==> config.mk <==
export PLATFORM = sky130hd
export DESIGN_NAME = level_crossing_ctrl
export DESIGN_NICKNAME = d
export VERILOG_FILES = /design/src/rtl/level_crossing_ctrl.sv
export SDC_FILE = /design/constraint.sdc
export NUM_CORES = 1
export LEC_CHECK = 0
export CAP_MARGIN = 15
export CORE_ASPECT_RATIO = 1.5
export CORE_MARGIN = 1
export CORE_UTILIZATION = 26
export DETAILED_ROUTE_END_ITERATION = 7
export PLACE_DENSITY = 0.52
export SYNTH_ARGS = -nofsm -noshare
export SYNTH_HDL_FRONTEND = slang
export SYNTH_SLANG_ARGS = --single-unit
==> constraint.sdc <==
create_clock -name clk -period 2.1 [get_ports clk]
set_input_delay 0.525 -clock clk [delete_from_list [all_inputs] [get_ports clk]]
set_output_delay 0.525 -clock clk [all_outputs]
set_load 0.02 [all_outputs]
==> src/rtl/level_crossing_ctrl.sv <==
// Level crossing sequencer: road light, per-track lights and a supervised barrier with a sticky timeout fault.
// Latency: road/gate/fault registered alongside the state; track decodes train combinationally in TRACK_GREEN; no backpressure.
module level_crossing_ctrl #(
    parameter int N_TRACKS      = 2,
    parameter int YELLOW_CYCLES = 2,
    parameter int GATE_TIMEOUT  = 16
) (
    input  logic                  clk,
    input  logic                  clr_n,
    input  logic [N_TRACKS-1:0]   train,
    input  logic                  gate_closed,
    input  logic                  fault_clr,
    output logic [1:0]            road,
    output logic [2*N_TRACKS-1:0] track,
    output logic                  gate_down,
    output logic                  fault,
    output logic [2:0]            state_o
);

    localparam int MAXC = (YELLOW_CYCLES > GATE_TIMEOUT) ? YELLOW_CYCLES : GATE_TIMEOUT;
    localparam int CW   = $clog2(MAXC) + 1;

    localparam logic [CW-1:0] YC_LAST  = CW'(YELLOW_CYCLES - 1);
    localparam logic [CW-1:0] GT_LAST  = CW'(GATE_TIMEOUT - 1);
    localparam logic [CW-1:0] CNT_MAX  = '1;

    localparam logic [1:0] SIG_RED    = 2'd0;
    localparam logic [1:0] SIG_YELLOW = 2'd1;
    localparam logic [1:0] SIG_GREEN  = 2'd2;

    typedef enum logic [2:0] {
        ST_ROAD_GREEN    = 3'd0,
        ST_ROAD_YELLOW   = 3'd1,
        ST_GATE_LOWERING = 3'd2,
        ST_TRACK_GREEN   = 3'd3,
        ST_TRACK_YELLOW  = 3'd4,
        ST_GATE_RAISING  = 3'd5,
        ST_FAULT         = 3'd6
    } state_t;

    state_t          r_state;
    state_t          w_next;
    logic [CW-1:0]   r_cnt;
    logic [1:0]      r_road;
    logic            r_gate_down;
    logic            r_fault;
    logic            w_any_train;

    assign w_any_train = |train;

    function automatic logic [1:0] road_of(input state_t s);
        case (s)
            ST_ROAD_GREEN:  road_of = SIG_GREEN;
            ST_ROAD_YELLOW: road_of = SIG_YELLOW;
            default:        road_of = SIG_RED;
        endcase
    endfunction

    function automatic logic gate_of(input state_t s);
        case (s)
            ST_GATE_LOWERING, ST_TRACK_GREEN,
            ST_TRACK_YELLOW, ST_FAULT: gate_of = 1'b1;
            default:                   gate_of = 1'b0;
        endcase
    endfunction

    // Priority order inside each state matters: gate_closed beats the lowering
    // timeout, and a returning train beats every other exit from yellow/raising.
    always_comb begin
        w_next = r_state;
        case (r_state)
            ST_ROAD_GREEN: begin
                if (w_any_train) w_next = ST_ROAD_YELLOW;
            end
            ST_ROAD_YELLOW: begin
                if (r_cnt == YC_LAST) w_next = ST_GATE_LOWERING;
            end
            ST_GATE_LOWERING: begin
                if (gate_closed)            w_next = ST_TRACK_GREEN;
                else if (r_cnt == GT_LAST)  w_next = ST_FAULT;
            end
            ST_TRACK_GREEN: begin
                if (!w_any_train) w_next = ST_TRACK_YELLOW;
            end
            ST_TRACK_YELLOW: begin
                if (w_any_train)            w_next = ST_TRACK_GREEN;
                else if (r_cnt == YC_LAST)  w_next = ST_GATE_RAISING;
            end
            ST_GATE_RAISING: begin
                if (w_any_train)            w_next = ST_GATE_LOWERING;
                else if (!gate_closed)      w_next = ST_ROAD_GREEN;
                else if (r_cnt == GT_LAST)  w_next = ST_FAULT;
            end
            ST_FAULT: begin
                if (fault_clr && !w_any_train) w_next = ST_GATE_RAISING;
            end
            default: w_next = ST_FAULT;
        endcase
    end

    always_ff @(posedge clk or negedge clr_n) begin
        if (!clr_n) begin
            r_state     <= ST_ROAD_GREEN;
            r_cnt       <= '0;
            r_road      <= SIG_GREEN;
            r_gate_down <= 1'b0;
            r_fault     <= 1'b0;
        end else begin
            r_state     <= w_next;
            r_road      <= road_of(w_next);
            r_gate_down <= gate_of(w_next);
            r_fault     <= (w_next == ST_FAULT);
            // Saturate so a long stay in an idle state never aliases a timeout value.
            if (w_next != r_state)
                r_cnt <= '0;
            else if (r_cnt != CNT_MAX)
                r_cnt <= r_cnt + CW'(1);
        end
    end

    always_comb begin
        track = '0;
        for (int i = 0; i < N_TRACKS; i++) begin
            if (r_state == ST_TRACK_GREEN)
                track[2*i +: 2] = train[i] ? SIG_GREEN : SIG_RED;
            else if (r_state == ST_TRACK_YELLOW)
                track[2*i +: 2] = SIG_YELLOW;
            else
                track[2*i +: 2] = SIG_RED;
        end
    end

    assign road      = r_road;
    assign gate_down = r_gate_down;
    assign fault     = r_fault;
    assign state_o   = r_state;

endmodule

# ---- Word-level counts from Yosys, hierarchy flattened
# Index checks and enable logic that the tools add are counted.
dict set report word_totals {
  reg_bits 12
  inputBits 6
  out_inout_bits 11
  elab_cells 48
}
dict set report op_classes {
  n_addsub 1
  eq_ne 15
  muxes 20
  n_reduce_logical 7
}
# cell n
set op_table {}
lappend op_table {{two-way mux 3 bit} 10}
lappend op_table {{one-hot mux 3 bit (7 select lines)} 1}
lappend op_table {{== test 3 bit, second input constant} 5}
lappend op_table {{== test 3 x 2 -> 1 bit, second input constant} 4}
lappend op_table {{two-way mux 5 bit} 2}
lappend op_table {{two-way mux 2 bit} 4}
lappend op_table {{== test 3 x 1 -> 1 bit, second input constant} 2}
lappend op_table {{zero test 3 bit} 2}
lappend op_table {{adder 5 x 1 -> 5 bit, second input constant} 1}
lappend op_table {{== test 5 x 1 -> 1 bit, second input constant} 1}
lappend op_table {{== test 5 x 4 -> 1 bit, second input constant} 1}
lappend op_table {{inequality test 5 bit, second input constant} 1}
lappend op_table {{one-hot mux 2 bit (2 select lines)} 1}
lappend op_table {{OR reduction 4 bit} 1}
lappend op_table {{inequality test 3 bit} 1}
lappend op_table {{two-way mux 1 bit} 2}
lappend op_table {{nonzero test 2 bit} 1}
lappend op_table {{OR reduction 2 bit} 1}
lappend op_table {{logical AND 1 bit} 1}
lappend op_table {{zero test 1 bit} 1}

# ---- Longest topological paths before layout
# Gate-level depths: netlist of the first run.
dict set report logic_depth {
  ltp_word 8
  mapped_depth 7
  mapped_depth_nobuf 7
}

# ---- Worst setup path after synthesis of the first run
# No wires, ideal clock.
dict set report synth_path {
  path_type {reg2reg}
  from {register r_cnt[0]}
  to {register r_gate_down (netlist: gate_down)}
  setup_time_ns 0.135
  arrival_ns 1.864
  required_ns 1.965
  setup_slack_ns 0.101
  path_stages_with_launch 8
  n_path_buf 0
  period_less_slack_ns 1.999
  cell_sequence {dfrtp_1 -> ha_1 -> and3_1 -> ha_1 -> or4b_4 -> o221ai_1 -> a22o_4 -> mux2i_1}
}
dict set report synth_via {
  elab_chain_cells 8
  elab_cells_between_ends 16
  classes_between {eq/ne: 6; mux: 9; reduce/logical: 1}
}
# item line
set synth_lines {}
lappend synth_lines {{from (decl)} 43} ;# logic [CW-1:0] r_cnt;
lappend synth_lines {{from (signal assigned)} 117} ;# r_cnt <= r_cnt + CW'(1);
lappend synth_lines {{== test 5 x 4 -> 1 bit} {80, 92}}
lappend synth_lines {{two-way mux 3 bit} {80, 92}}
lappend synth_lines {{two-way mux 3 bit} 91} ;# else if (!gate_closed) w_next = ST_ROAD_GREEN;
lappend synth_lines {{two-way mux 3 bit} 90} ;# if (w_any_train) w_next = ST_GATE_LOWERING;
lappend synth_lines {{one-hot mux 3 bit (7 select lines) (*)} 71} ;# case (r_state)
lappend synth_lines {{net w_next[0]} 42} ;# state_t w_next;
lappend synth_lines {{== test 3 bit / == test 3 x 2 -> 1 bit (equally long branches)} 60} ;# case (s)
lappend synth_lines {{OR reduction 4 bit (*)} 60}
lappend synth_lines {{two-way mux 1 bit (*)} 60}
lappend synth_lines {{to (signal assigned)} 111} ;# r_gate_down <= gate_of(w_next);
lappend synth_lines {{to (decl)} 45} ;# logic r_gate_down;
# The timed path passes the listed nets; every way through them passes the cells marked *.
# A chain may end at the register's enable or synchronous reset.

# ---- Worst setup path after layout of the first run
dict set report layout_path {
  from {register r_cnt[0]}
  to {register r_cnt[2]}
}
dict set report layout_via {
  elab_chain_cells 7
  elab_cells_between_ends 16
  classes_between {add/sub: 1; eq/ne: 4; mux: 10; reduce/logical: 1}
}
# item line
set layout_lines {}
lappend layout_lines {{== test 5 x 4 -> 1 bit} {80, 92}}
lappend layout_lines {{two-way mux 3 bit} {80, 92}}
lappend layout_lines {{two-way mux 3 bit} 91}
lappend layout_lines {{two-way mux 3 bit} 90}
lappend layout_lines {{one-hot mux 3 bit (7 select lines)} 71}
lappend layout_lines {{inequality test 3 bit} 114} ;# if (w_next != r_state)
lappend layout_lines {{two-way mux 5 bit / nonzero test 2 bit (equally long branches)} n/a}
# Parallel ways exist; a longest one is shown, timed or not. The select of a mux whose other input is x is not followed.

==> impl_results.md, run 1 <==
* Status: finished, final reports clean
* Number of instances in the synthesized netlist at 88
* M1 GR Usage at 0.143
* Min Hold Slack at 0.631 ns
* Hold Vio Cnt, Final at 0
* Wire length of the first global-routing pass at 3510 um
* Series of cell instances along the critical path: ha_2, and3_4, ha_4, or4b_4, o22ai_4, o211ai_4, nor3_2
* Highest net fanout along the worst path at 5
* Overflow left after global routing at 0
* Layer carrying the most global-route usage: met2
* Clock tree from TritonCTS: built
* DRC marker count from the first detailed-route iteration at 20
* Max capacitance violation total at 0
* Portion of netlist area occupied by mux cells at 0.0116
* Peak Freq at 494 MHz
* Routability cong. at 0.762
* Worst r2r dst: r_cnt[2]
* Starting utilization of the core area at 0.273
* Share of cells above drive strength 1 at 0.317
* Setup repair bufs after CTS at 0
* Met3 global-route usage at 0.0125
* Total iterations of the first detailed-routing run at 2
* Worst-path cell with the longest stage delay: sky130_fd_sc_hd__or4b_4
* Skew-Pair Late Insertion Delay at 0.23 ns
* Clock transition at the registers of the reported paths at 0.05 ns
* Basic-gate share of the synthesized area counting and, or, nand and nor cells at 0.297
* Number of antenna violations at the first check in global routing at 0
* Fin crit share at 0.965
* Arrival time of the worst setup path at 2.18 ns
* Synthesized-area fraction occupied by ao, oa, aoi and oai cells at 0.201
* Bufs on Longest Clock Path at 2
* Dominant combinational cell family by area after synthesis: simple AND/OR/NAND/NOR gates
* Clock root buffer: sky130_fd_sc_hd__clkbuf_8
* Setup slack on the worst flop-to-flop path at 0.07 ns
* Via density per instance at 4.87
* Leakage at 0.566 nW
* Reg-to-reg startpoint: r_cnt[0]
* Chip Width at 49.1 um
* Number of rows created at floorplan at 25
* Number of H-tree levels at 1
* Post-route antenna net violation count at 0
* Routing usage on met2 at 0.248
* Fraction of the yosys area taken by sequential cells at 0.349
* Number of global-route vias before repair at 783
* Relative area change from synthesis to final layout at 49.7%
* Flip-flop and latch count after synthesis at 12
* Mapped Nets at 98
* Die H at 72.6 um
* Crit Path Category: reg -> reg
* Total inserted antenna cells at 0
* Area of placed instances at 1170 um^2
* Count of warnings emitted by yosys at 0
* Final Max Slew Viols at 0
* Max rail drop VDD at 0.816 mV
* Number of distinct library cells after synthesis at 44
* Global-route usage over all layers at 0.127
* Largest net degree at the start of global routing at 18
* IO Count at 17
* Inst Count DP at 156
* Overall routed net length at 2150 um
* Post-layout minimum cycle time at 2.03 ns
* DRC errors left at 0
* Netlist area before placement at 863 um^2
* Data required time at the worst endpoint at 2.26 ns
* Adder and majority gate portion of the synthesized area at 0.0580
* Total half-perimeter wirelength after legalization and detailed placement at 1610 um
* Number of clock sinks at 12
* Mean routed wirelength per cell at 13.5 um
* Path depth of the worst reg2reg path at 7
* Fraction of synthesized cell area in xor and xnor cells at 0.0304
* Count of final setup violators at 0
* Critical path launch point type: flip-flop
* Total core area at 3160 um^2
* Actual transition at the worst max-transition pin at 0.541 ns
* Worst clock skew on the final layout at 0.000350 ns
* Worst stage delay on the critical path at 0.51 ns
* Via total after detailed routing at 779
* Fillcell total at 328
* Avg Cell Area, Syn at 9.81 um^2
* Pwr per Cell Area at 1360 nW/um^2
* Filler-free cell count of the finished design at 160
* Total Die Area at 3560 um^2
* Final std cell area, no fill at 1290 um^2
* CTS buffer count at 3
* Count of port buffers added during placement at 16
* Relative max-transition margin at 0.638
* Min-Delay Path Class: in -> async
* Number of nets in the layout at 131
* Endpoint kind of the worst setup timing path: flip-flop
[per-stage QoR]
stage	utilization	total power [mW]	TNS, ns	setup slack (ns)
2_1_floorplan	-	1.01	0	0.101
3_3_place_gp	0.372	1.42	-0.969	-0.156
3_5_place_dp	0.372	1.43	-1.26	-0.184
4_1_cts	0.388	1.67	0	0.0116
5_1_grt	0.409	1.88	-0.0126	-0.0126
6_report	0.409	1.75	0	0.0737
[state kept, by name, summed over array words and instances (netlist names)]
signal and flops:
road 2, fault 1, state_o 3, gate_down 1, r_cnt 5
[Yosys cell counts, drive strengths merged]
cell,count,area (um^2)
nand2b,3,18.8
and2,2,12.5
nor3,7,40.0
nor3b,2,15.0
xor2,2,17.5
o22ai,2,18.8
inv,5,18.8
o211ai,3,27.5
dfrtp,11,275
a2111o,1,11.3
a32oi,1,8.76
a21oi,3,15.0
or2,1,6.26
nor2b,2,12.5
ha,4,50.1
a22oi,1,7.51
nand4,2,12.5
nand4b,1,8.76
nand3,2,10.0
o21ba,2,20.0
xnor2,1,8.76
nor4b,2,32.5
clkbuf,1,3.75
a2bb2oi,1,8.76
and4,1,8.76
or4b,1,13.8
and3,3,18.8
and3b,1,8.76
mux2i,1,10.0
o21ai,3,15.0
a22o,1,17.5
dfstp,1,26.3
and2b,1,7.51
o221ai,1,8.76
nor2,5,18.8
buf,4,22.5
a211oi,2,15.0
nand4bb,1,11.3
[cell families after synthesis]
group / after synthesis
buf+inv: 10
mux: 1
xor+xnor: 3
simple gates: 37
compound gates: 21
flops: 12
fa+ha+maj: 4
[per-layer routing]
layer | routed length [um] | up-vias
met1 | 834 | 380
met5 | 0 | -
li1 | - | 389
met2 | 1280 | 10
met3 | 37 | 0
met4 | 0 | 0
[power by group]
part / switching, mW / internal (mW) / leakage [nW] / total, mW
registers: 0.0482 / 0.322 / 0.152 / 0.370
clock network: 0.0775 / 0.165 / 0.0288 / 0.243
logic: 0.599 / 0.542 / 0.385 / 1.14
total: 0.724 / 1.03 / 0.566 / 1.75
[final cells by class]
| cell class | instances | area (um^2) | area share |
|---|---|---|---|
| Inverter | 5 | 18.8 | 0.0145 |
| Clock buffer | 4 | 55.1 | 0.0426 |
| Tap cell | 40 | 50.0 | 0.0387 |
| Multi-Input combinational cell | 66 | 584 | 0.452 |
| Timing Repair Buffer | 33 | 283 | 0.219 |
| Sequential cell | 12 | 302 | 0.233 |
[worst max path at each step]
stage	from	end	slack, ns	cells past startpoint
2_1_floorplan	r_cnt[0]	gate_down	0.10	7
3_3_place_gp	train[1]	track[3]	-0.16	3
3_5_place_dp	train[1]	track[3]	-0.18	3
4_1_cts	r_cnt[0]	r_cnt[0]	0.01	7
5_1_grt	r_cnt[0]	r_cnt[2]	-0.01	7
6_report	r_cnt[0]	r_cnt[2]	0.07	7
[cell usage in the layout, fill, tap and decap left out, types with 2 or more instances in the layout]
cell type,n
sky130_fd_sc_hd__xor2_1,2
sky130_fd_sc_hd__inv_1,5
sky130_fd_sc_hd__clkbuf_8,4
sky130_fd_sc_hd__dfrtp_1,11
sky130_fd_sc_hd__dlygate4sd2_1,4
sky130_fd_sc_hd__a21oi_1,3
sky130_fd_sc_hd__o211ai_1,2
sky130_fd_sc_hd__nor2b_1,2
sky130_fd_sc_hd__o21ba_1,2
sky130_fd_sc_hd__ha_1,2
sky130_fd_sc_hd__o21ai_0,2
sky130_fd_sc_hd__buf_4,17
sky130_fd_sc_hd__and3_1,2
sky130_fd_sc_hd__clkdlybuf4s50_1,12
sky130_fd_sc_hd__a211oi_1,2
sky130_fd_sc_hd__nor3_2,6
sky130_fd_sc_hd__nor2_1,5
sky130_fd_sc_hd__nand2b_1,3
sky130_fd_sc_hd__nand3_1,2
sky130_fd_sc_hd__nor3b_1,2
sky130_fd_sc_hd__and2_1,2
sky130_fd_sc_hd__nand4_1,2
[repair_timing]
action	in CTS	in global routing
gates resized for setup	4	12
endpoints found under the setup margin	5	6
pin swaps	1	3
endpoints found under the hold margin	0	0
hold buffers	0	0
[critical path: cells and delay by family, from the launching register on]
family                     cells  cell delay, ns
AOI/OAI and AO/OA              2            0.32
and+or+nand+nor                3            0.89
adders and majority gates      2            0.36
DFF                            1            0.39
Note: power is estimated with default switching activity, not from simulation.
==> run 2, diff against run 1 <==
Settings changed: SETUP_SLACK_MARGIN set to 0.3.
==> run 2 against run 1 <==
Sequential share of layout area barely moved. Count of clock-buffer cells in the layout did not move. Hold slack got worse by 0.00070 ns. Critical path type unchanged. Design area rose by 0.39%. Register-to-register slack improved by 0.07 ns. Highest routed layer is now met4. Cell count rose by 1.9%. Worst setup slack improved by 0.075 ns. Core utilization rose by 0.16 points. Flip-flop and latch count did not move. Power fell by 0.96%.
==> impl_results.md, run 2 (same netlist as run 1, synthesis figures left out) <==
* Leakage at 0.572 nW (+1.0%)
* Crit path buffers/inverters at 0 (unchanged)
* Chip Width at 49.1 um (unchanged)
* Count of port buffers added during placement at 16 (unchanged)
* Largest net degree at the start of global routing at 15 (-3)
* Relative max-transition margin at 0.664 (+0.0256)
* Number of rows created at floorplan at 25 (unchanged)
* Hold Vio Cnt, Final at 0 (unchanged)
* Arrival time of the worst setup path at 2.10 ns (-0.08 ns)
* Wire length of the first global-routing pass at 3530 um (+0.57%)
* IO Count at 17 (unchanged)
* Fin util at 0.411 (+0.00158)
* Die H at 72.6 um (unchanged)
* Peak Freq at 512 MHz (+3.8%)
* Hold buffers post-CTS at 0 (unchanged)
* Post-layout minimum cycle time at 1.95 ns (-0.0747 ns)
* Clock transition at the registers of the reported paths at 0.05 ns (about the same)
* Skew-Pair Late Insertion Delay at 0.23 ns (about the same)
* Endpoint kind of the worst setup timing path: flip-flop
* Path depth of the worst reg2reg path at 7 (unchanged)
* Total power of the final layout at 1.74 mW (-0.96%)
* Fin crit share at 0.929 (-0.0356)
* Min-Delay Path Class: in -> async
* Worst clock skew on the final layout at 0.00467 ns (+0.00432 ns)
* Overflow left after global routing at 0 (unchanged)
* Relative area change from synthesis to final layout at 50.3%
* Starting utilization of the core area at 0.273 (unchanged)
* Clock tree from TritonCTS: built
* Setup slack on the worst flop-to-flop path at 0.15 ns (+0.07 ns)
* Number of global-route vias before repair at 781 (-0.26%)
* Routability cong. at 0.798 (+4.8%)
* Most common cell after layout, fill and taps aside: sky130_fd_sc_hd__buf_4
* Biggest register: r_cnt
* Via density per instance at 4.68 (-3.9%)
* Critical path launch point type: flip-flop
* DRC errors left at 0 (unchanged)
* Worst-path cell with the longest stage delay: sky130_fd_sc_hd__or4b_4
* Final total negative setup slack at 0 ns (unchanged)
* Cell type group with the largest total delay on the critical path: simple AND/OR/NAND/NOR gates
* Max rail drop VDD at 0.660 mV (-19%)
* Global-route usage over all layers at 0.127 (about the same)
* Highest net fanout along the worst path at 5 (unchanged)
* Mean routed wirelength per cell at 13.2 um (-2.3%)
* Startpoint of the most critical setup path: r_cnt[0]
* Max capacitance violation total at 0 (unchanged)
* Total Die Area at 3560 um^2 (unchanged)
* Crit Path Category: reg -> reg
* Count of final setup violators at 0 (unchanged)
* Area occupied by registers at 303 um^2 (+0.41%)
* Max reg flops at 5 (unchanged)
* Worst stage delay on the critical path at 0.49 ns (-0.02 ns)
* Clock root buffer: sky130_fd_sc_hd__clkbuf_8
* Data required time at the worst endpoint at 2.25 ns (about the same)
* Footprint of the multi-input gates at 584 um^2 (unchanged)
* Total half-perimeter wirelength after legalization and detailed placement at 1660 um (+3.6%)
* Number of H-tree levels at 1 (unchanged)
* Via total after detailed routing at 763 (-2.1%)
* Number of clock sinks at 12 (unchanged)
* Bufs on Longest Clock Path at 2 (unchanged)
* Post-route antenna net violation count at 0 (unchanged)
* Inst Count DP at 156 (unchanged)
* Highest-count cells in the layout ignoring fill and taps: sky130_fd_sc_hd__buf_4, sky130_fd_sc_hd__dfrtp_1, sky130_fd_sc_hd__clkdlybuf4s50_1, sky130_fd_sc_hd__dlygate4sd2_1
* Unrepaired setup endpoints after global routing: true
* Pwr per Cell Area at 1340 nW/um^2 (-1.3%)
* Fillcell total at 319 (-2.7%)
* Number of nets in the layout at 134 (+2.3%)
* Total inserted antenna cells at 0 (unchanged)
* CTS buffer count at 3 (unchanged)
* Total core area at 3160 um^2 (unchanged)
* Series of cell instances along the critical path: ha_2, and3_4, ha_4, or4b_4, o22ai_2, o211ai_4, nor3_1
* Status: finished, final reports clean
* Number of antenna violations at the first check in global routing at 0 (unchanged)
* Actual transition at the worst max-transition pin at 0.503 ns (-0.0377 ns)
* Share of cells above drive strength 1 at 0.398 (+0.0817)
* Final Max Slew Viols at 0 (unchanged)
* Worst r2r dst: r_cnt[2]
* DRC marker count from the first detailed-route iteration at 12 (-40%)
* Filler-free cell count of the finished design at 163 (+1.9%)
* Reg-to-reg startpoint: r_cnt[0]
* Total iterations of the first detailed-routing run at 4 (+2)
* Overall routed net length at 2140 um (-0.46%)
-- run 2: how the worst max path moves through the flow --
stage / end / cells past startpoint
after floorplan: gate_down / 7
after global placement: track[1] / 3
after detailed placement: track[1] / 3
after CTS: r_cnt[1] / 7
after global routing: r_cnt[2] / 7
final: r_cnt[2] / 7
-- run 2: per-stage QoR --
step	cell area, um^2	worst slack, ns	hold slack (ns)
floorplan	892	0.214	0.229
global placement	1200	-0.162	0.657
detailed placement	1200	-0.178	0.677
CTS	1270	0.144	0.648
global route	1300	0.0739	0.677
finish	1300	0.148	0.631
-- run 2: power breakdown --
group          switching (mW)  internal [mW]  total [mW]
Sequential             0.0679          0.324       0.392
Clock                  0.0741          0.133       0.207
Combinational           0.573          0.565        1.14
-- run 2: layout make-up --
class	count	area share
flip-flops and latches	12	0.233
multi-input cells	66	0.450
repair buffers	36	0.229
clock buffers	4	0.0347
well taps	40	0.0386
inverters	5	0.0145
-- run 2: per-layer routing --
layer,global-route usage,vias up,share of wire
li1,-,396,-
met1,0.143,358,0.43
met2,0.244,7,0.55
met3,0.0125,2,0.011
met5,0,-,0
met4,0.0490,0,0.0056
-- run 2: what timing repair did --
action / CTS / global route
setup endpoints to repair: 17 / 12
pin swaps: 5 / 0
gates resized for setup: 24 / 11
setup buffers: 2 / 1
